==> src/rtl/lutnet_pkg.sv <==
// Shared definitions for runtime-loadable LogicNets neuron tables.
// Defaults match the generated fixed-ROM neuron modules.
package lutnet_pkg;

    localparam int LUT_IN_BITS  = 6;
    localparam int LUT_OUT_BITS = 2;

    typedef enum logic [1:0] {
        ST_EMPTY  = 2'd0,
        ST_LOAD   = 2'd1,
        ST_ACTIVE = 2'd2
    } lut_state_t;

    function automatic int lutDepth(input int inBits);
        return 1 << inBits;
    endfunction

endpackage

==> src/rtl/lutnet_dist_ram.sv <==
// Truth-table storage: one synchronous write port, one registered read port.
// The array is small enough to live in LUT RAM rather than block RAM.
module lutnet_dist_ram #(
    parameter int ADDR_BITS = 6,
    parameter int DATA_BITS = 2
) (
    input  logic                 clk,
    input  logic                 i_wrEn,
    input  logic [ADDR_BITS-1:0] i_wrAddr,
    input  logic [DATA_BITS-1:0] i_wrData,
    input  logic [ADDR_BITS-1:0] i_rdAddr,
    output logic [DATA_BITS-1:0] o_rdData
);

    (* ram_style = "distributed", rom_style = "distributed" *)
    logic [DATA_BITS-1:0] r_mem [2**ADDR_BITS];
    logic [DATA_BITS-1:0] r_rdData;

    always_ff @(posedge clk) begin
        if (i_wrEn) begin
            r_mem[i_wrAddr] <= i_wrData;
        end
        r_rdData <= r_mem[i_rdAddr];
    end

    assign o_rdData = r_rdData;

endmodule

==> src/rtl/lutnet_table_loader.sv <==
// Loads a neuron truth table from a valid/ready config stream and serves
// one-cycle lookups from it once a complete table has been received.
module lutnet_table_loader
    import lutnet_pkg::*;
#(
    parameter int IN_BITS  = LUT_IN_BITS,
    parameter int OUT_BITS = LUT_OUT_BITS
) (
    input  logic                clk,
    input  logic                rst,
    input  logic                cfg_start,
    input  logic                s_valid,
    output logic                s_ready,
    input  logic [OUT_BITS-1:0] s_data,
    input  logic                s_last,
    input  logic                lk_valid,
    input  logic [IN_BITS-1:0]  lk_addr,
    output logic                res_valid,
    output logic [OUT_BITS-1:0] res_data,
    output logic                loaded,
    output logic                err_len
);

    localparam int                 DEPTH    = lutDepth(IN_BITS);
    localparam logic [IN_BITS-1:0] LAST_IDX = IN_BITS'(DEPTH - 1);

    lut_state_t           r_state;
    logic [IN_BITS-1:0]   r_wrCnt;
    logic                 r_sReady;
    logic                 r_resValid;
    logic                 r_resGate;
    logic                 r_errLen;

    logic                 w_accept;
    logic                 w_atLast;
    logic                 w_write;
    logic [OUT_BITS-1:0]  w_ramQ;

    assign w_accept = s_valid && r_sReady;
    assign w_atLast = (r_wrCnt == LAST_IDX);
    // A restart in the same cycle as a beat wins, so that beat is never stored.
    assign w_write  = w_accept && !cfg_start;

    always_ff @(posedge clk) begin
        if (rst) begin
            r_state    <= ST_EMPTY;
            r_wrCnt    <= '0;
            r_sReady   <= 1'b0;
            r_resValid <= 1'b0;
            r_resGate  <= 1'b0;
            r_errLen   <= 1'b0;
        end else begin
            r_resValid <= lk_valid;
            r_resGate  <= (r_state == ST_ACTIVE);
            if (cfg_start) begin
                r_state  <= ST_LOAD;
                r_wrCnt  <= '0;
                r_sReady <= 1'b1;
                r_errLen <= 1'b0;
            end else if (w_accept) begin
                r_wrCnt <= r_wrCnt + IN_BITS'(1);
                if (s_last != w_atLast) begin
                    r_state  <= ST_EMPTY;
                    r_sReady <= 1'b0;
                    r_errLen <= 1'b1;
                end else if (s_last) begin
                    r_state  <= ST_ACTIVE;
                    r_sReady <= 1'b0;
                end
            end
        end
    end

    lutnet_dist_ram #(
        .ADDR_BITS (IN_BITS),
        .DATA_BITS (OUT_BITS)
    ) u_ram (
        .clk      (clk),
        .i_wrEn   (w_write),
        .i_wrAddr (r_wrCnt),
        .i_wrData (s_data),
        .i_rdAddr (lk_addr),
        .o_rdData (w_ramQ)
    );

    assign s_ready   = r_sReady;
    assign res_valid = r_resValid;
    assign res_data  = r_resGate ? w_ramQ : '0;
    assign loaded    = (r_state == ST_ACTIVE);
    assign err_len   = r_errLen;

endmodule

==> config.mk <==
export PLATFORM = sky130hd
export DESIGN_NAME = lutnet_table_loader
export DESIGN_NICKNAME = d
export VERILOG_FILES = /design/src/rtl/lutnet_pkg.sv /design/src/rtl/lutnet_dist_ram.sv /design/src/rtl/lutnet_table_loader.sv
export SDC_FILE = /design/constraint.sdc
export NUM_CORES = 1
export LEC_CHECK = 0
export ABC_AREA = 1
export BUFFER_PORTS_ARGS = -buffer_cell sky130_fd_sc_hd__clkbuf_2
export CAP_MARGIN = 10
export CORE_ASPECT_RATIO = 2
export CORE_MARGIN = 10
export CORE_UTILIZATION = 45
export DETAILED_ROUTE_END_ITERATION = 12
export HOLD_SLACK_MARGIN = 0.12
export PLACE_DENSITY = 0.65
export SLEW_MARGIN = 20
export SYNTH_ARGS = -nofsm -noshare
export SYNTH_HDL_FRONTEND = slang
export SYNTH_HIERARCHICAL = 1
export SYNTH_SLANG_ARGS = --single-unit
==> constraint.sdc <==
create_clock -name clk -period 2.2 [get_ports clk]
set_input_delay 0.11 -clock clk [delete_from_list [all_inputs] [get_ports clk]]
set_output_delay 0.11 -clock clk [all_outputs]
set_load 0.005 [all_outputs]
# Word level (Yosys, flattened, before mapping)
# Memory sizes are Yosys's and may differ from the RTL's. A register that Yosys moved wholly into a read port is not among the register bits.
# Index checks and enable logic that the tools add are counted.
# totals
register_bits	12
mem_bits_rw	128
in_bits	14
mem_count	1
# op_classes
n_addsub	1
n_eq_ne	3
mux	11
n_reduce_logical	10
# memory_table
memory	words	word_bits	read_ports	rd_ports_with_merged_regs	write_ports	line_no	rtl
u_ram.r_mem	64	2	1	1	1	lutnet_dist_ram.sv:16	logic [DATA_BITS-1:0] r_mem [2**ADDR_BITS];
# op_table
op	count
$mux W1	8
$add A6 B1 Y6 const B	1
$eq A6 B6 Y1 const B	1
$mux W2	3
$reduce_and A2 Y1	3
$reduce_bool A2 Y1	2
$reduce_bool A3 Y1	1
$eq A2 B2 Y1 const B	1
$logic_and A1 B1 Y1	2
$reduce_or A2 Y1	1
$logic_not A1 Y1	1
$ne A1 B1 Y1	1

# Logic depth before layout (Yosys ltp)
# depth
ltp_word	5
ltp_mapped	10

# Modules after synthesis
# The synthesis kept the hierarchy.
# modules_own_cells
module	instances	cells_per_inst	area_each_um2	seq_area_each_um2
lutnet_dist_ram	1	520	5614.1	3883.7
lutnet_table_loader	1	70	499.2	220.2

# Least setup slack after synthesis
# OpenSTA, ideal clock, no wires.
# synth_timing
path_kind	register to register
from	register, netlist name r_state[0]
to	memory u_ram.r_mem[49][0] (enable)
setup_ns	0.349
t_arrival_ns	1.324
t_required_ns	1.851
path_slack_ns	0.527
path_stages_with_launch	6
n_path_buf	1
period_less_slack_ns	1.673
path_cell_list	dfxtp_1 -> nand2_2 -> nor2_1 -> buf_2 -> nand4_1 -> nor4_1
# synth_lines
item	line_no
end: declaration	lutnet_dist_ram.sv:16

==> metrics.md <==
| Metric | Value |
|---|---|
| Outcome | `finished, final reports clean` |
| Total global-route track usage | `0.1539` |
| Post-DP HPWL | `approximately 8800 µm` |
| Area Overhead vs Synth | `15.68%` |
| # DRC | `0` |
| Post-Syn Area | `between 6000 and 7000 µm²` |
| Wire length per cell | `between 15 and 20 µm` |
| Setup TNS | `0 ns` |
| Post-synthesis cell type count | `21` |
| Root Driver | `clkbuf_16` |
| PwrDens | `869.0 nW/µm²` |
| # IOs | `20` |
| Max Cap Viol | `0` |
| Final WL | `between 10000 and 15000 µm` |
| GRT Residual Overflow | `0` |
| Layout cell share with drive strength beyond 1 | `0.1129` |
| Port Buffers | `19` |
| Final hold violation count | `0` |
| P_leak | `about 2.6 nW` |
| Clk_lat worst skew | `0.42 ns` |
| Post-placement cell area | `6362 µm²` |
| RD Place Congestion | `0.8037` |
| Drt pass-1 iters | `5` |
| Net Count, Synth | `606` |
| Critical-path top delay cell | `nor4_1` |
| # diodes | `0` |
| Critical Path, Cell by Cell | `nand2_2 > nor2_1 > buf_4 > nand4_1 > nor4_1` |
| HP Class | `in -> reg` |
| Clock Path Buffers | `2` |
| Drt first-iter violations | `360` |
| Critical path required time | `~2.3 ns` |
| Clock skew | `approximately 0.0065 ns` |
| Period utilisation layout | `0.9117` |
| Initial antenna violation count | `0` |
| TritonCTS clock tree | `built` |
| Worst-Margin Slew | `about 0.64 ns` |
| Peak supply drop | `a little under 0.6 mV` |
| H-tree Lvls | `4` |
| First-pass GRT wire length | `21710 µm` |
| Slew HR | `0.5754` |
| Startpoint types | `flip-flop` |
| Overall power | `about 6.1 mW` |
| Min Hold Slack | `about 0.15 ns` |
| Top-area cell type share of the netlist area | `0.6287` |
| Pre-CTS setup slack | `approximately 0.29 ns` |
| Placed cell count | `around 750` |
| Row count | `60` |
| Via density | `roughly 5.4` |
| Bufs and invs on worst path | `1` |
| Setup WS post-layout | `0.1942 ns` |
| CP arrival | `approximately 2.1 ns` |
| Die area | `18930 µm²` |
| Finished Core Util | `0.5292` |
| Synth Area per Inst | `just over 10 µm²` |
| CP Max Fanout | `9` |
| Critical path class | `reg -> reg` |
| DIE WIDTH | `around 100 µm` |
| Yosys warns | `6` |
| Endpoints failing setup | `0` |
| Slowest stage delay, CP | `approximately 0.5 ns` |
| Largest cells by area after synthesis | `edfxtp_1, nand2_1, nand3_1, nor2_1, dfxtp_1` |
| Design Area, Final | `slightly above 7000 µm²` |
| Starting Density | `0.4575` |
| Fillers | `approximately 1100` |
| Highest clock rate | `498.5 MHz` |
| Vias | `between 4000 and 5000` |
| Antenna Nets Post-Route | `0` |
| Period minus WS final | `approximately 2 ns` |
| CTS buffer count | `17` |
| Fin nets | `between 600 and 700` |
| Worst-path clk slew | `0.05 ns` |
| Core ar. | `between 10000 and 15000 µm²` |
| Die Y | `184.8 µm` |
| Sequential share of the synthesized area | `0.6713` |
| # clock sinks | `approximately 140` |
| Crit. End Element | `flip-flop` |
| Non-filler cells, final | `approximately 790` |
| Vias in the first global route | `4362` |
| CP top delay family | `simple AND/OR/NAND/NOR gates` |
| Yosys top cell by area | `edfxtp_1` |
| Post-Syn Instances | `590` |
| Max Slew Vio Count | `0` |
| Largest net degree at the start of global routing | `65` |
| RSZ-0062 raised after global routing | `false` |
| Synth Register Bits | `141` |
[repair_timing]
| item | in CTS | in global routing |
|---|---|---|
| gates resized for setup | 0 | 0 |
| buffers inserted | 0 | 0 |
| endpoints found under the hold margin | 13 | 0 |
| endpoints found under the setup margin | 0 | 0 |
| hold buffers | 9 | 0 |
[power by group]
group | switching (mW) | internal [mW] | total (mW) | leakage [nW]
Sequential | 0.00668 | 2.93 | 2.94 | 1.26
Clock | 1.05 | 1.84 | 2.90 | 0.295
Combinational | 0.214 | 0.0984 | 0.312 | 1.04
Total | 1.27 | 4.87 | 6.15 | 2.59
[Yosys cell counts]
library cell,number
dfxtp_1,13
a21oi_1,5
buf_6,6
nor4_1,8
o21ai_0,4
nand2_1,172
clkbuf_1,4
nand2_2,1
ha_1,2
nor2_1,70
buf_4,5
nand3_1,118
buf_2,13
edfxtp_1,128
nor3_1,2
nand4_1,10
nor2_4,1
inv_2,2
inv_1,24
nand3b_1,1
nand3_2,1
[worst register-to-register path: cells and delay by family, from the launching register on]
family | cells | cell delay (ns)
flip-flops | 1 | 0.41
AND/OR/NAND/NOR | 4 | 1.06
buffers and inverters | 1 | 0.16
[cells by family after synthesis]
logic type	count (synthesis)	share of synthesized area
adder cells (fa/ha/maj)	2	0.004093
flip-flops	141	0.6713
buffers and inverters	54	0.04625
AO/OA/AOI/OAI	9	0.007367
AND/OR/NAND/NOR	384	0.2710
[final timing paths]
| path | from | to | slack (ns) | depth (start not counted) |
|---|---|---|---|---|
| setup / recovery | r_state[0] | u_ram/r_mem[53][1] | 0.19 | 5 |
| setup reg to reg | r_state[0] | u_ram/r_mem[53][1] | 0.19 | 5 |
| hold reg to reg | err_len | err_len | 0.45 | 2 |
| hold / removal | lk_addr[3] | u_ram/o_rdData[0] | 0.15 | 5 |
[layout by cell type (no fill, tap or decap), types with 2 or more instances in the layout]
master and instances:
a21oi_1 5, buf_12 2, buf_4 14, bufinv_16 3, clkbuf_16 17, clkbuf_2 19, clkbuf_8 2, clkinv_2 2
clkinv_4 5, clkinvlp_4 3, dfxtp_1 13, dlygate4sd3_1 9, edfxtp_1 128, ha_1 2, inv_1 24, inv_2 2
nand2_1 172, nand3_1 118, nand4_1 10, nor2_1 70, nor3_1 2, nor4_1 8, o21ai_0 4
[cell type report]
type                       count  area [µm²]  share of cell area
clock inverter                13       166.4             0.02353
multi-input combinational    395        1727              0.2442
timing repair buffer          44       330.3             0.04671
inverter                      26       97.59             0.01380
tap                          155       193.9             0.02742
sequential                   141        4104              0.5803
clock buffer                  19       452.9             0.06405
[per-layer routing]
metal  GRT usage  vias to the layer above  routed length, µm
li1            -                     2108                  -
met1      0.1540                     2045               5095
met2      0.2804                      114               7617
met3     0.03509                       32                583
met4     0.08570                        0                505
met5           0                        -                  0
[registers in the layout, summed over array words and instances, names as in the netlist]
name            count
u_ram/r_mem       128
r_state             2
res_valid           1
r_resGate           1
u_ram/o_rdData      2
r_wrCnt             6
err_len             1
Note: power is estimated with default switching activity, not from simulation.
